$ cat src/rtl/beta_fetch_ctrl.sv
// Beta storage read sequencer: issues per-beat storage reads for one node and
// assembles the zero-masked 4*P-lane vector handed to the PE array.
module beta_fetch_ctrl #(
  parameter int P = 32,
  parameter int Q = 6
) (
  input  logic               clk,
  input  logic               rst,
  input  logic               req_valid,
  output logic               req_ready,
  input  logic [4:0]         req_layer,
  input  logic [8:0]         req_addr,
  output logic               r_en,
  output logic [4:0]         layer_r,
  output logic [8:0]         r_address,
  output logic [4:0]         cntb,
  input  logic [P*Q-1:0]     b_out,
  output logic               vec_valid,
  input  logic               vec_ready,
  output logic [4*P*Q-1:0]   vec_out,
  output logic               vec_err,
  output logic [1:0]         dbg_state
);

  localparam int PQ = P * Q;

  // Handshakes: a transfer happens on a rising edge where valid && ready are
  // both high; req_* is accepted only in IDLE, vec_* is offered only in DONE
  // and vec_out/vec_err hold steady until the consumer takes them.
  typedef enum logic [1:0] {IDLE, ISSUE, DRAIN, DONE} state_t;

  state_t       state, state_nx;
  logic [4:0]   lat_layer;
  logic [8:0]   lat_addr;
  logic [1:0]   beat_cnt;
  logic [1:0]   last_beat;
  logic [5:0]   lane_cnt;
  logic [PQ-1:0] lane_mask;
  logic         cap_valid;
  logic [1:0]   cap_beat;
  logic         req_fire;
  logic         layer_ok;

  assign req_fire  = req_valid && req_ready;
  assign layer_ok  = (req_layer != 5'd0) && (req_layer <= 5'd8);
  assign dbg_state = state;

  always_comb begin
    last_beat = 2'd0;
    if (lat_layer == 5'd8)      last_beat = 2'd3;
    else if (lat_layer == 5'd7) last_beat = 2'd1;
  end

  // Layers 1..4 hold 2^layer meaningful lanes; deeper layers fill the beat.
  always_comb begin
    lane_cnt  = 6'd32;
    lane_mask = '0;
    if (lat_layer < 5'd5) lane_cnt = 6'd1 << lat_layer[2:0];
    for (int l = 0; l < P; l++) begin
      if (l < int'(lane_cnt)) lane_mask[l*Q +: Q] = '1;
    end
  end

  always_comb begin
    state_nx = state;
    case (state)
      IDLE:    if (req_fire) state_nx = layer_ok ? ISSUE : DONE;
      ISSUE:   if (beat_cnt == last_beat) state_nx = DRAIN;
      DRAIN:   state_nx = DONE;
      DONE:    if (vec_ready) state_nx = IDLE;
      default: state_nx = IDLE;
    endcase
  end

  always_comb begin
    req_ready = 1'b0;
    vec_valid = 1'b0;
    r_en      = 1'b0;
    layer_r   = 5'd0;
    r_address = 9'd0;
    cntb      = 5'd0;
    case (state)
      IDLE:  req_ready = 1'b1;
      ISSUE: begin
        r_en      = 1'b1;
        layer_r   = lat_layer;
        r_address = lat_addr;
        cntb      = {3'b000, beat_cnt};
      end
      DONE:  vec_valid = 1'b1;
      default: ;
    endcase
  end

  always_ff @(posedge clk or posedge rst) begin
    if (rst) state <= IDLE;
    else     state <= state_nx;
  end

  // Storage returns data one cycle after r_en, so the delayed {r_en, cntb}
  // marks which slot the current b_out belongs to.
  always_ff @(posedge clk or posedge rst) begin
    if (rst) begin
      lat_layer <= 5'd0;
      lat_addr  <= 9'd0;
      beat_cnt  <= 2'd0;
      cap_valid <= 1'b0;
      cap_beat  <= 2'd0;
      vec_out   <= '0;
      vec_err   <= 1'b0;
    end else begin
      cap_valid <= r_en;
      cap_beat  <= beat_cnt;
      if (req_fire) begin
        lat_layer <= req_layer;
        lat_addr  <= req_addr;
        beat_cnt  <= 2'd0;
        vec_out   <= '0;
        vec_err   <= !layer_ok;
      end else begin
        if (state == ISSUE) beat_cnt <= beat_cnt + 2'd1;
        if (cap_valid) vec_out[int'(cap_beat)*PQ +: PQ] <= b_out & lane_mask;
      end
    end
  end

endmodule

$ cat config.mk
export PLATFORM = sky130hd
export DESIGN_NAME = beta_fetch_ctrl
export DESIGN_NICKNAME = d
export VERILOG_FILES = /design/src/rtl/beta_fetch_ctrl.sv
export SDC_FILE = /design/constraint.sdc
export NUM_CORES = 1
export LEC_CHECK = 0
export CAP_MARGIN = 20
export CORE_AREA = 5 5 390 392
export CTS_BUF_LIST = sky130_fd_sc_hd__clkbuf_8
export CTS_CLUSTER_SIZE = 24
export DETAILED_ROUTE_END_ITERATION = 10
export DIE_AREA = 0 0 395 397
export PLACE_DENSITY = 0.46
export REMOVE_ABC_BUFFERS = 1
export SYNTH_ARGS = -nofsm -noshare
export SYNTH_HDL_FRONTEND = slang
export SYNTH_SLANG_ARGS = --single-unit
$ cat constraint.sdc
create_clock -name clk -period 58 [get_ports clk]
set_clock_uncertainty 0.15 [all_clocks]
set_input_delay 17.4 -clock clk [delete_from_list [all_inputs] [get_ports clk]]
set_output_delay 17.4 -clock clk [all_outputs]
set_load 0.02 [all_outputs]
==> metrics.md <==
| Metric | Value |
|---|---|
| Synthesized area | `34,100 um^2` |
| Die Area | `157,000 um^2` |
| GR Overflow Total | `0` |
| Vias | `between 30,000 and 40,000` |
| Leakage | `20.8 nW` |
| CTS tree | `done` |
| Worst path cell trace | `inv_1 -> ha_1 -> and2_1 -> clkdlybuf4s50_1` |
| Row cnt | `142` |
| Hold Buf Count CTS | `0` |
| Final setup fails | `0` |
| Post-synth EDFFs | `0` |
| WHS | `316 ps` |
| PortBufs | `around 1,000` |
| Critical Path Fanout Max | `20` |
| Pre-Repair DR Iteration Count | `6` |
| Met1 WL | `91,600 um` |
| Worst min-delay path class | `register to register` |
| Fmax | `48.1 MHz` |
| First-pass GRT wire length | `301,000 um` |
| DRC viols | `0` |
| Max Cap Viol | `0` |
| Max Slew Vio Count | `0` |
| Avg Cell Area, Syn | `10.1 um^2` |
| HPWL Detailed | `154,000 um` |
| Max clock buf depth | `3` |
| Die span in y | `397 um` |
| Slowest CP cell | `clkdlybuf4s50_1` |
| Gate Count Post-Synth | `3,389` |
| Initial drt markers | `2,965` |
| Worst Setup End Kind | `primary output` |
| Uppermost routed layer | `met5` |
| Initial antenna violation count | `24` |
| Routability congestion estimate | `roughly 0.86` |
| WL met3 | `18,100 um` |
| Vias in the first global route | `~34,000` |
| Die X | `395 um` |
| Clock root cell | `clkbuf_8` |
| Min-delay src | `vec_out[63]` |
| Net count reported at finish | `4,558` |
| TritonCTS Buffers | `152` |
| Initial core utilization | `0.229` |
| Pin count of the biggest net entering global routing | `approximately 140` |
| RSZ-0062 raised after global routing | `false` |
| Crit start category | `register` |
| Total Wirelength | `223,000 um` |
| CP peak stage delay | `810 ps` |
| Worst R2R Setup Slack | `51,780 ps` |
| Core area | `149,000 um^2` |
| Routed len/inst | `34.7 um` |
| Outcome | `finished clean` |
| Fraction of registers with async set/reset | `1.00` |
| Tcrit/Tclk final | `0.358` |
| Global Route Usage Sum | `0.273` |
| Reg2reg start | `cap_beat[0]` |
| # resized after CTS | `0` |
| R2R cell count | `9` |
| Worst Tran Pin Value | `between 1000 and 1500 ps` |
| WHS Endpoint | `vec_out[63]` |
| Met2 WL | `103,000 um` |
| Yosys Warn Count | `0` |
| Seq/Total Area, Yosys | `0.580` |
| Post-CTS Setup Bufs | `0` |
| I/O pin cnt | `roughly 1,000` |
| Power per Cell Area | `~50 nW/um^2` |
| Reg clk slew, reported paths | `60 ps` |
| Yosys reg bits | `790` |
| Worst skew pair latency | `about 900 ps` |
| Capturing point of the worst reg2reg path | `vec_out[698]` |
| Fin crit period | `20,790 ps` |
| WHS Path Cells | `2` |
| Worst EP required | `40,450 ps` |
| Setup CP Type | `register to primary output` |
| Setup TNS Final | `0 ps` |
| Max VDD drop | `approximately 0.038 mV` |
| WP data arrival | `roughly 3200 ps` |
| Share of cells above drive strength 1 | `0.0904` |
| CTS Sinks | `790` |
| Post-synth top flop | `dfrtp_1` |
| Area delta synth->final | `45.8%` |
| Worst Setup SP | `dbg_state[1]` |
| H-tree depth reported by CTS | `4` |
| Relative slew margins | `0.210` |
| Remaining antenna violation count | `0` |
| Routed vias/inst | `roughly 5.4` |
| Post-synthesis cell type count | `70` |
| Hold Fails Final Rpt | `0` |
## state kept, by name, summed over array words and instances, names as in the netlist
| register | flops |
|---|---|
| vec_out | 768 |
| lat_addr | 9 |
| lat_layer | 5 |
| beat_cnt | 2 |
| cap_beat | 2 |
| dbg_state | 2 |
| cap_valid | 1 |
| vec_err | 1 |
## placed cells by master (no fill, tap or decap), types with 6 or more instances in the layout
| cell | synthesis | final |
|---|---|---|
| clkdlybuf4s50_1 | 0 | 999 |
| dfrtp_1 | 790 | 789 |
| nand2_1 | 655 | 648 |
| o21ai_0 | 498 | 498 |
| a22oi_1 | 193 | 193 |
| clkbuf_8 | 0 | 185 |
| a22o_1 | 159 | 159 |
| a21oi_1 | 160 | 154 |
| buf_4 | 9 | 90 |
| nor2_1 | 90 | 71 |
| o221ai_1 | 64 | 64 |
| inv_1 | 11 | 55 |
| a31oi_1 | 52 | 52 |
| a32oi_1 | 43 | 43 |
| nand3_1 | 44 | 39 |
| mux2i_1 | 32 | 32 |
| a21o_1 | 25 | 25 |
| o31ai_1 | 24 | 24 |
| and2_1 | 24 | 22 |
| o41ai_1 | 21 | 21 |
| nand4_1 | 19 | 19 |
| o21ai_1 | 19 | 17 |
| and3_1 | 16 | 16 |
| nor2_4 | 1 | 15 |
| a2bb2oi_1 | 15 | 15 |
| a221o_1 | 15 | 15 |
| diode_2 | 0 | 14 |
| nor4_1 | 14 | 14 |
| o31a_1 | 13 | 13 |
| clkinv_2 | 0 | 12 |
| nor2_2 | 5 | 10 |
| nor3_2 | 6 | 8 |
| ha_1 | 10 | 8 |
| bufinv_16 | 0 | 8 |
| a21oi_4 | 0 | 6 |
| nor2b_1 | 7 | 6 |
## synthesized netlist by cell type (all sizes together) (3+ instances only)
cell / instances / area share
mux2i: 32 / 0.0094
buf: 86 / 0.013
a22oi: 193 / 0.043
or3: 3 / 0.00070
nand3: 45 / 0.0068
ha: 10 / 0.0037
inv: 12 / 0.0013
nor3: 16 / 0.0032
a21o: 25 / 0.0055
and3: 16 / 0.0029
dfrtp: 790 / 0.58
a21oi: 160 / 0.023
nor2: 97 / 0.012
nand2b: 5 / 0.00092
a221o: 15 / 0.0044
nor2b: 7 / 0.0013
o31ai: 24 / 0.0053
a31oi: 52 / 0.0095
clkbuf: 216 / 0.024
o221ai: 64 / 0.016
nor4: 14 / 0.0026
o21ai: 517 / 0.076
o41ai: 21 / 0.0054
xnor2: 4 / 0.0012
and2: 25 / 0.0046
o31a: 13 / 0.0033
a22o: 159 / 0.041
a32oi: 43 / 0.011
nand4: 19 / 0.0035
nand2: 655 / 0.072
a2bb2oi: 15 / 0.0039
o22ai: 5 / 0.00092
or2: 4 / 0.00073
## critical path: cells and delay by family (launching register included)
| family | cells | cell delay (ps) |
|---|---|---|
| simple gates | 1 | 240 |
| fa+ha+maj | 1 | 740 |
| flops | 1 | 450 |
| buf+inv | 2 | 920 |
## through the flow
step	utilization	setup slack [ps]	cell area, um^2	total power [W]	instances
after detailed placement	0.312	36680	46400	0.00196	6125
after global placement	0.312	36670	46400	0.00196	6124
final	0.335	37210	49700	0.00256	6407
after CTS	0.334	37100	49600	0.00257	6390
after global routing	0.334	37070	49700	0.00266	6400
after floorplan	-	18270	32800	0.00124	3089
## cell families (layout without fill, tap and decap cells)
kind of cell / after synthesis / count (layout) / synth area share
AO/OA/AOI/OAI: 1321 / 1321 / 0.253
AND/OR/NAND/NOR: 915 / 915 / 0.114
flip-flops: 790 / 790 / 0.580
buffers and inverters: 315 / 1373 / 0.0386
multiplexers: 32 / 32 / 0.00940
adder cells (fa/ha/maj): 10 / 10 / 0.00367
XOR/XNOR: 5 / 5 / 0.00151
other: 1 / 17 / 0.000110
## area by class of cell
cell class | count | area [um^2]
Sequential cell | 790 | 19800
Inverter | 13 | 57.6
Timing Repair Buffer | 1095 | 10800
Clock buffer | 185 | 2550
Fill cell | 15300 | 98800
Tap cell | 1944 | 2430
Antenna cell | 14 | 35.0
Clock inverter | 80 | 639
Multi-Input combinational cell | 2286 | 13400
## power by group
part	internal (W)	leakage [nW]	switching [W]
clock network	0.000326	1.80	0.000275
logic	0.000346	8.02	0.000906
registers	0.000633	11.0	0.0000715
total	0.00131	20.8	0.00125
## per-layer routing
layer,global-route usage,vias to the layer above
li1,-,14300
met2,0.439,1872
met4,0.113,4
met5,0,-
met1,0.346,17700
met3,0.0758,422
## worst max path at each step
stage               cells after the start      endpoint  slack [ps]
finish                                  4       cntb[1]       37210
global route                            4       cntb[1]       37070
CTS                                     4       cntb[1]       37100
detailed placement                      5  vec_out[352]       36680
global placement                        5  vec_out[277]       36670
floorplan                               1   beat_cnt[0]       18270
Power figures use the tool's default switching activity.
